## config.mk

```make
export PLATFORM = sky130hd
export DESIGN_NAME = ov7670_dvp_tx
export DESIGN_NICKNAME = d
export VERILOG_FILES = /design/src/rtl/ov7670_dvp_tx.sv
export SDC_FILE = /design/constraint.sdc
export NUM_CORES = 1
export LEC_CHECK = 0
export CORE_ASPECT_RATIO = 1.25
export CORE_UTILIZATION = 59
export CTS_CLUSTER_DIAMETER = 150
export CTS_CLUSTER_SIZE = 40
export DETAILED_ROUTE_END_ITERATION = 10
export DONT_BUFFER_PORTS = 1
export GPL_ROUTABILITY_DRIVEN = 0
export GPL_TIMING_DRIVEN = 0
export PLACE_DENSITY = 0.71
export SYNTH_ARGS = -nofsm -noshare
export SYNTH_HDL_FRONTEND = slang
export SYNTH_SLANG_ARGS = --single-unit
```

## constraint.sdc

```tcl
create_clock -name pclk -period 2.7 [get_ports pclk]
set_input_delay 0.135 -clock pclk [delete_from_list [all_inputs] [get_ports pclk]]
set_output_delay 0.135 -clock pclk [all_outputs]
set_load 0.02 [all_outputs]
```

## src/rtl/ov7670_dvp_tx.sv

```systemverilog
// ov7670_dvp_tx
//   Sensor emulator for the OV7670 DVP interface. It drives VSYNC, HREF and
//   an 8-bit data bus with RGB565 timing and byte order, synchronous to pclk.
//   Pixels come from an upstream valid/ready stream. With
//   OV7670_DVP_TX_PATTERN_EN defined, an internal 8-bar colour-bar generator
//   can take the place of the stream.
//
// Ports
//   pclk, reset      rising-edge clock; asynchronous active-high reset
//   enable           start a frame; only looked at on frame boundaries
//   pix_data/valid   RGB565 pixel stream input
//   pix_ready        combinational: a pixel is taken this cycle
//   vsync, href, d   DVP outputs (registered)
//   frame_done       one-cycle pulse on the last V_BACK cycle (registered)
//   busy             state is not IDLE
//   underflow        sticky: a pixel slot found pix_valid low (registered)
//   underflow_clr    clears underflow; a set in the same cycle wins
//   pattern_sel      only with OV7670_DVP_TX_PATTERN_EN; 1 = colour bars
module ov7670_dvp_tx #(
  parameter int H_ACTIVE  = 640,
  parameter int V_ACTIVE  = 480,
  parameter int H_BLANK   = 144,
  parameter int VSYNC_LEN = 3136,
  parameter int V_FRONT   = 2,
  parameter int V_BACK    = 2
) (
  input  logic        pclk,
  input  logic        reset,
  input  logic        enable,
  input  logic [15:0] pix_data,
  input  logic        pix_valid,
  output logic        pix_ready,
  output logic        vsync,
  output logic        href,
  output logic [7:0]  d,
  output logic        frame_done,
  output logic        busy,
  output logic        underflow,
  input  logic        underflow_clr
`ifdef OV7670_DVP_TX_PATTERN_EN
  ,
  input  logic        pattern_sel
`endif
);

  localparam int LINE_LEN = 2 * H_ACTIVE;
  localparam int HMAX_A   = (VSYNC_LEN > LINE_LEN) ? VSYNC_LEN : LINE_LEN;
  localparam int HMAX     = (HMAX_A > H_BLANK) ? HMAX_A : H_BLANK;
  localparam int HW       = $clog2(HMAX + 1);
  localparam int LW       = $clog2(V_ACTIVE + 1);

  typedef enum logic [2:0] {
    S_IDLE, S_VSYNC, S_V_FRONT, S_LINE, S_H_BLANK, S_V_BACK
  } state_t;

  state_t        state_r, state_next_s;
  logic [HW-1:0] hcnt_r, hcnt_next_s;
  logic [LW-1:0] lcnt_r, lcnt_next_s;
  logic          load_s;
  logic          uf_set_s;
  logic [15:0]   pixel_s;
  logic [7:0]    lo_byte_r;
  logic          pat_r;

  // Next-state and counter logic; hcnt restarts from zero on every transition
  always_comb begin
    state_next_s = state_r;
    hcnt_next_s  = hcnt_r;
    lcnt_next_s  = lcnt_r;
    case (state_r)
      S_IDLE: begin
        if (enable) begin
          state_next_s = S_VSYNC;
          hcnt_next_s  = '0;
        end else begin
          state_next_s = S_IDLE;
        end
      end
      S_VSYNC: begin
        if (hcnt_r == HW'(VSYNC_LEN - 1)) begin
          state_next_s = S_V_FRONT;
          hcnt_next_s  = '0;
        end else begin
          hcnt_next_s  = hcnt_r + HW'(1);
        end
      end
      S_V_FRONT: begin
        if (hcnt_r == HW'(V_FRONT - 1)) begin
          state_next_s = S_LINE;
          hcnt_next_s  = '0;
        end else begin
          hcnt_next_s  = hcnt_r + HW'(1);
        end
      end
      S_LINE: begin
        if (hcnt_r == HW'(LINE_LEN - 1)) begin
          hcnt_next_s = '0;
          if (lcnt_r == LW'(V_ACTIVE - 1)) begin
            state_next_s = S_V_BACK;
            lcnt_next_s  = '0;
          end else begin
            state_next_s = S_H_BLANK;
            lcnt_next_s  = lcnt_r + LW'(1);
          end
        end else begin
          hcnt_next_s = hcnt_r + HW'(1);
        end
      end
      S_H_BLANK: begin
        if (hcnt_r == HW'(H_BLANK - 1)) begin
          state_next_s = S_LINE;
          hcnt_next_s  = '0;
        end else begin
          hcnt_next_s  = hcnt_r + HW'(1);
        end
      end
      S_V_BACK: begin
        if (hcnt_r == HW'(V_BACK - 1)) begin
          state_next_s = enable ? S_VSYNC : S_IDLE;
          hcnt_next_s  = '0;
        end else begin
          hcnt_next_s  = hcnt_r + HW'(1);
        end
      end
      default: begin
        state_next_s = S_IDLE;
        hcnt_next_s  = '0;
        lcnt_next_s  = '0;
      end
    endcase
  end

  // A pixel is fetched in the cycle before every even (high-byte) slot of a line
  assign load_s = (state_next_s == S_LINE) && (hcnt_next_s[0] == 1'b0);
  assign busy   = (state_r != S_IDLE);

`ifdef OV7670_DVP_TX_PATTERN_EN
  // Colour of the bar covering a given pixel column
  function automatic logic [15:0] bar_color(input int col);
    case ((col * 8) / H_ACTIVE)
      0:       bar_color = 16'hFFFF;
      1:       bar_color = 16'hFFE0;
      2:       bar_color = 16'h07FF;
      3:       bar_color = 16'h07E0;
      4:       bar_color = 16'hF81F;
      5:       bar_color = 16'hF800;
      6:       bar_color = 16'h001F;
      default: bar_color = 16'h0000;
    endcase
  endfunction

  // Pixel source select: the column of the upcoming pixel is hcnt_next/2
  always_comb begin
    pix_ready = load_s && !pat_r;
    uf_set_s  = pix_ready && !pix_valid;
    if (pat_r) begin
      pixel_s = bar_color(int'(hcnt_next_s >> 1));
    end else begin
      pixel_s = pix_valid ? pix_data : 16'h0000;
    end
  end

  // Pattern select is captured on entry to VSYNC and held for the whole frame
  always_ff @(posedge pclk or posedge reset) begin
    if (reset) begin
      pat_r <= 1'b0;
    end else if ((state_next_s == S_VSYNC) && (state_r != S_VSYNC)) begin
      pat_r <= pattern_sel;
    end else begin
      pat_r <= pat_r;
    end
  end
`else
  assign pat_r = 1'b0;

  // Stream-only pixel source; a missing pixel is replaced by black
  always_comb begin
    pix_ready = load_s && !pat_r;
    uf_set_s  = pix_ready && !pix_valid;
    pixel_s   = pix_valid ? pix_data : 16'h0000;
  end
`endif

  // State, counters and outputs; outputs are computed from next-state values
  // so they line up with the state they describe
  always_ff @(posedge pclk or posedge reset) begin
    if (reset) begin
      state_r    <= S_IDLE;
      hcnt_r     <= '0;
      lcnt_r     <= '0;
      vsync      <= 1'b0;
      href       <= 1'b0;
      d          <= 8'h00;
      lo_byte_r  <= 8'h00;
      frame_done <= 1'b0;
      underflow  <= 1'b0;
    end else begin
      state_r    <= state_next_s;
      hcnt_r     <= hcnt_next_s;
      lcnt_r     <= lcnt_next_s;
      vsync      <= (state_next_s == S_VSYNC);
      href       <= (state_next_s == S_LINE);
      frame_done <= (state_next_s == S_V_BACK) && (hcnt_next_s == HW'(V_BACK - 1));
      if (load_s) begin
        d         <= pixel_s[15:8];
        lo_byte_r <= pixel_s[7:0];
      end else if (state_next_s == S_LINE) begin
        d         <= lo_byte_r;
      end else begin
        d         <= 8'h00;
      end
      if (uf_set_s) begin
        underflow <= 1'b1;
      end else if (underflow_clr) begin
        underflow <= 1'b0;
      end else begin
        underflow <= underflow;
      end
    end
  end

endmodule
```

Yosys cells after proc, flatten, opt, wreduce, memory -nomap -nowiden
Cells that the tools add are included.

cells by class
  equality and inequality tests = 15
  add/subtract/negate cells = 2
  bitwise gates (word level) = 2
  reduce and logical (&&, ||, !) cells = 10
  multiplexer cells = 22

operator list
  operator                 number
  $mux W12                 5
  $pmux W12 S5             1
  $eq A12 B1 Y1 const B    2
  $mux W9                  2
  $pmux W3 S6              1
  $pmux W9 S2              1
  $mux W16                 1
  $mux W8                  2
  $mux W3                  5
  $add A12 B1 Y12 const B  1
  $eq A12 B11 Y1 const B   1
  $eq A12 B12 Y1 const B   1
  $eq A12 B8 Y1 const B    1
  $add A9 B1 Y9 const B    1
  $eq A3 B2 Y1 const B     3
  $eq A3 B3 Y1 const B     3
  $eq A9 B9 Y1 const B     1
  $eq A3 B1 Y1 const B     2
  $reduce_or A5 Y1         1
  $mux W1                  4
  $logic_and A1 B1 Y1      3
  $logic_not A3 Y1         1
  $reduce_bool A3 Y1       1
  $ne A2 B2 Y1 const B     1
  5 further kinds          6

storage, ports and cells
  output and inout port bits = 14
  register bits = 44
  word-level logic and storage cells = 60
  input port bits = 21

Longest topological paths before layout
  depth after elaboration = 8
  depth in mapped cells = 12
  mapped depth without buffers = 10

Worst setup path after synthesis
OpenSTA, ideal clock, no wires.

  path type = register -> register
  start point = register hcnt_r[0]
  end point = register frame_done
  data required time = 2.604 ns
  period minus slack after synthesis = 2.309 ns
  buffers on the path = 1
  cell stages (with the launch flop) = 10
  arrival = 2.213 ns
  slack = 0.391 ns
  path through = dfrtp_1 -> ha_1 -> and3_1 -> buf_2 -> nand4_1 -> nand3_1 -> o211a_1 -> or2_0 -> or4_4 -> nor4_2

between the ends
  word-level cells in the longest chain between the ends = 5
  elaborated cells between the ends (all ways) = 20
  those cells by class = add/sub: 1; eq/ne: 6; mux: 12; reduce/logical: 1

RTL lines
  element                                               RTL line  source
  from (decl)                                           57        logic [HW-1:0] hcnt_r, hcnt_next_s;
  from (signal assigned)                                199       hcnt_r <= hcnt_next_s;
  $add A12 B1 Y12, or another cell as far along         -
  $mux W12, or another cell as far along                88, 118
  $pmux W12 S5 / $pmux W3 S6 (equally long branches)    70        case (state_r)
  $eq A12 B1 Y1 / $eq A3 B3 Y1 (equally long branches)  203       frame_done <= (state_next_s == S_V_BACK) && (hcnt_next_s == HW'(V_BACK - 1));
  $logic_and A1 B1 Y1 (*)                               203
  to (signal assigned)                                  203
  to (decl)                                             36        output logic frame_done,

Mark *: on every way between the ends. The rest lies on a longest branch, timed or not.
A chain may end at the register's enable or synchronous reset.

Final worst setup path
  start point = register hcnt_r[1]
  end point = output port pix_ready

between the ends
  word-level cells in the longest chain between the ends = 5
  elaborated cells between the ends (all ways) = 18
  those cells by class = eq/ne: 5; mux: 11; bitwise: 1; reduce/logical: 1

RTL lines
  element                                             RTL line  source
  $eq A12 B1 Y1, or another cell as far along         88, 118
  $mux W3, or another cell as far along               118       if (hcnt_r == HW'(V_BACK - 1)) begin
  $pmux W3 S6 / $pmux W12 S5 (equally long branches)  70
  $eq A3 B2 Y1 / $not A1 Y1 (equally long branches)   134       assign load_s = (state_next_s == S_LINE) && (hcnt_next_s[0] == 1'b0);
  $logic_and A1 B1 Y1 (*)                             134
  to (decl)                                           32        output logic pix_ready,

Marked as above.

==> results.sh <==
export IMPL_setup_viol=0
export IMPL_r2r_start="hcnt_r[1]"
export IMPL_clockBufferDepth=2
export IMPL_path_depth=10
export IMPL_ys_seq_elements=44
export IMPL_yosysMostFrequentCell="dfrtp_1"
export IMPL_worst_setup_path_end_kind="output pin"
export IMPL_final_antenna_net_count=0
export IMPL_peakVddDrop_mv=0.395
export IMPL_synth_cells=287
export IMPL_synth_edff_count=0
export IMPL_diodes=0
export IMPL_fin_crit_sh=0.951
export IMPL_synthArstFlopShare=1.00
export IMPL_final_util=0.717
export IMPL_start_kind="flip-flop"
export IMPL_hp_class="input pin to flip-flop"
export IMPL_path_buf_inv=3
export IMPL_n_fill_cell=310
export IMPL_initial_core_util=0.610
export IMPL_status="completed"
export IMPL_die_width_um=60.0
export IMPL_dpl_cell_count=344
export IMPL_period_needed_ns=2.57
export IMPL_switching_share=0.221
export IMPL_layout_nets=338
export IMPL_drt_iter0_markers=121
export IMPL_power_density_nw_per_um2=426
export IMPL_seqPwrFrac=0.530
export IMPL_ys_seq_area_frac=0.444
export IMPL_clk_pin_slew_ns=0.09
export IMPL_hp_start="pix_data[10]"
export IMPL_critPathMaxFanout=10
export IMPL_crit_family="simple AND/OR/NAND/NOR gates"
export IMPL_worst_setup_path_type="flip-flop to output pin"
export IMPL_cts_root_buf="clkbuf_8"
export IMPL_grt_max_degree=30
export IMPL_ff2ff_path_depth=10
export IMPL_fin_ws_ns=0.131
export IMPL_post_route_cells_drive_above_1_share=0.152
export IMPL_stdcell_count=371
export IMPL_portBuffers=0
export IMPL_fmax_ghz=0.389
export IMPL_hold_end="d[2]"
export IMPL_fin_area_sq_um=2920
export IMPL_pwr_share_comb=0.039
export IMPL_dieArea_sq_um=4470
export IMPL_grt_pass1_vias=2018
export IMPL_syn_nets=311
export IMPL_antenna_found_initial=0
export IMPL_synth_area_leaders="dfrtp_1 (44%), o21ai_0 (8.5%), nand2_1 (6.5%)"
export IMPL_p_total_mw=1.24
export IMPL_p_leak_nw=1.26
export IMPL_viasPerCell=5.91
export IMPL_place_ws_ns=0.0553
export IMPL_synth_largest_area_cell="dfrtp_1"
export IMPL_wl_mm=5.56
export IMPL_tightestPinTransition_ns=0.590
export IMPL_maxSlewHeadroom=0.603
export IMPL_area_growth_pct=17.6
export IMPL_clk_latency_ns=0.30
export IMPL_maxCapViolCount=0
export IMPL_cts_sinks=44
export IMPL_p_switching_mw=0.274
export IMPL_synth_ff_type="dfrtp_1"
export IMPL_yosysTopAreaCellShare=0.444
export IMPL_drcViolationCount=0
export IMPL_htreeDepth=2
export IMPL_slowest_delay_ns=0.39
export IMPL_hold_viol=0
export IMPL_grt_overflow=0
export IMPL_intPower_mw=0.967
export IMPL_path_cells="ha_2 > and3_1 > buf_2 > nand2_1 > a22oi_2 > nand3_2 > o21ai_2 > buf_6 > nand3_4 > inv_2"
export IMPL_slew_violations=0
export IMPL_synth_cell_types=57
export IMPL_holdPathStages=2
export IMPL_placementRows=26
export IMPL_drt_first_pass_iters=4
export IMPL_cts_tree="built"
export IMPL_core_area_sq_um=4070
export IMPL_grt_pass1_wl_mm=9.04
export IMPL_place_hpwl_mm=3.72
export IMPL_numCtsBuffers=5
export IMPL_clockPowerShare=0.431
export IMPL_grt_use_total=0.270
export IMPL_yosys_warnings=0
export IMPL_cp_arrival_ns=2.43
export IMPL_synth_avg_cell_area_sq_um=8.64
export IMPL_crit_required_ns=2.57
export IMPL_synth_commonest_cells="dfrtp_1 (44), nand2_1 (43), o21ai_0 (42)"
export IMPL_syn_area_sq_um=2480
export IMPL_num_vias=2191
export IMPL_worst_path_max_delay_cell="dfrtp_1"
export IMPL_fin_skew_ns=0.00730
export IMPL_die_h_um=74.5
export IMPL_wl_per_cell_um=15.0
export IMPL_pin_count=35
export IMPL_place_area_sq_um=2570
export IMPL_ff2ff_setup_slack_ns=0.13
export IMPL_r2r_end="frame_done"
-- power by group through the flow --
stage                     logic, mW  clock network, mW  registers (mW)
after floorplan              0.0184                  0           0.671
after global placement       0.0238                  0           0.672
after detailed placement     0.0280                  0           0.671
after CTS                    0.0476              0.547           0.658
after global routing         0.0536              0.567           0.658
final                        0.0483              0.534           0.658
-- worst max-delay path by stage --
stage	from	to	slack, ns
2_1_floorplan	hcnt_r[0]	frame_done	0.39
3_3_place_gp	hcnt_r[0]	frame_done	0.07
3_5_place_dp	hcnt_r[0]	frame_done	0.06
4_1_cts	hcnt_r[1]	pix_ready	0.002
5_1_grt	hcnt_r[1]	frame_done	-0.03
6_report	hcnt_r[1]	pix_ready	0.13
-- metal layers --
layer | routed length, um | vias to the layer above | track usage
met3 | 261 | 9 | 0.0609
met1 | 2480 | 1030 | 0.334
li1 | - | 1089 | -
met2 | 2730 | 63 | 0.456
met4 | 97 | 0 | 0.103
met5 | 0 | - | 0
-- cell usage in the layout, fill, tap and decap left out, types with 2 or more instances in the layout --
master          n
xnor2_1         2
and2_1          2
o31ai_1         2
buf_6           4
clkbuf_8        5
buf_4           5
and4_1          3
and2_2          2
nand4_1         4
and3_1          7
nor2_1         15
dfrtp_1        43
nand3_2         2
dlygate4sd3_1  17
nand2b_1        4
clkbuf_1        4
nand2_1        43
o21ai_1         5
inv_1           6
a31oi_1        10
a211oi_1        2
nand3_1        14
o21ai_0        42
ha_1            2
nor3_1          5
o22ai_1         2
a21oi_1        12
buf_2           8
inv_2           3
nor4_2          2
-- worst reg2reg max path: cells and delay by family (launching register included) --
family | cells | cell delay, ns
flops | 1 | 0.39
compound gates | 2 | 0.37
simple gates | 5 | 1.12
fa+ha+maj | 1 | 0.25
buf+inv | 2 | 0.34
-- area by class of cell --
type	instances	area, sq um	area share
Multi-Input combinational cell	215	1260	0.433
Sequential cell	44	1100	0.378
Timing Repair Buffer	21	213	0.0730
Buffer	18	115	0.0395
Tap cell	56	70.1	0.0240
Clock buffer	5	68.8	0.0236
Clock inverter	3	50.0	0.0172
Inverter	9	33.8	0.0116
-- sequential cells by signal, summed over array words and instances (netlist names) --
name / flops
hcnt_r: 12
lcnt_r: 9
d: 8
lo_byte_r: 8
state_r: 3
frame_done: 1
href: 1
underflow: 1
vsync: 1
-- what timing repair did --
item,4_1_cts,5_1_grt
pin swaps,0,1
hold endpoints to repair,31,0
buffers inserted,0,3
gates resized for setup,4,5
hold buffers,17,0
setup endpoints to repair,1,13
-- logic make-up after synthesis --
kind of cell / synth area share
xor gates and xnor gates: 0.0106
DFF: 0.444
muxes: 0.00404
buffers and inverters: 0.0600
AOI/OAI and AO/OA: 0.203
adders and majority gates: 0.0151
and+or+nand+nor: 0.263
-- through the flow --
stage,hold slack [ns],setup TNS [ns]
2_1_floorplan,0.234,0
5_1_grt,0.00937,-0.0380
3_3_place_gp,0.239,0
3_5_place_dp,0.0161,0
6_report,0.0120,0
4_1_cts,0.00666,0
(Power assumes the default switching activity.)
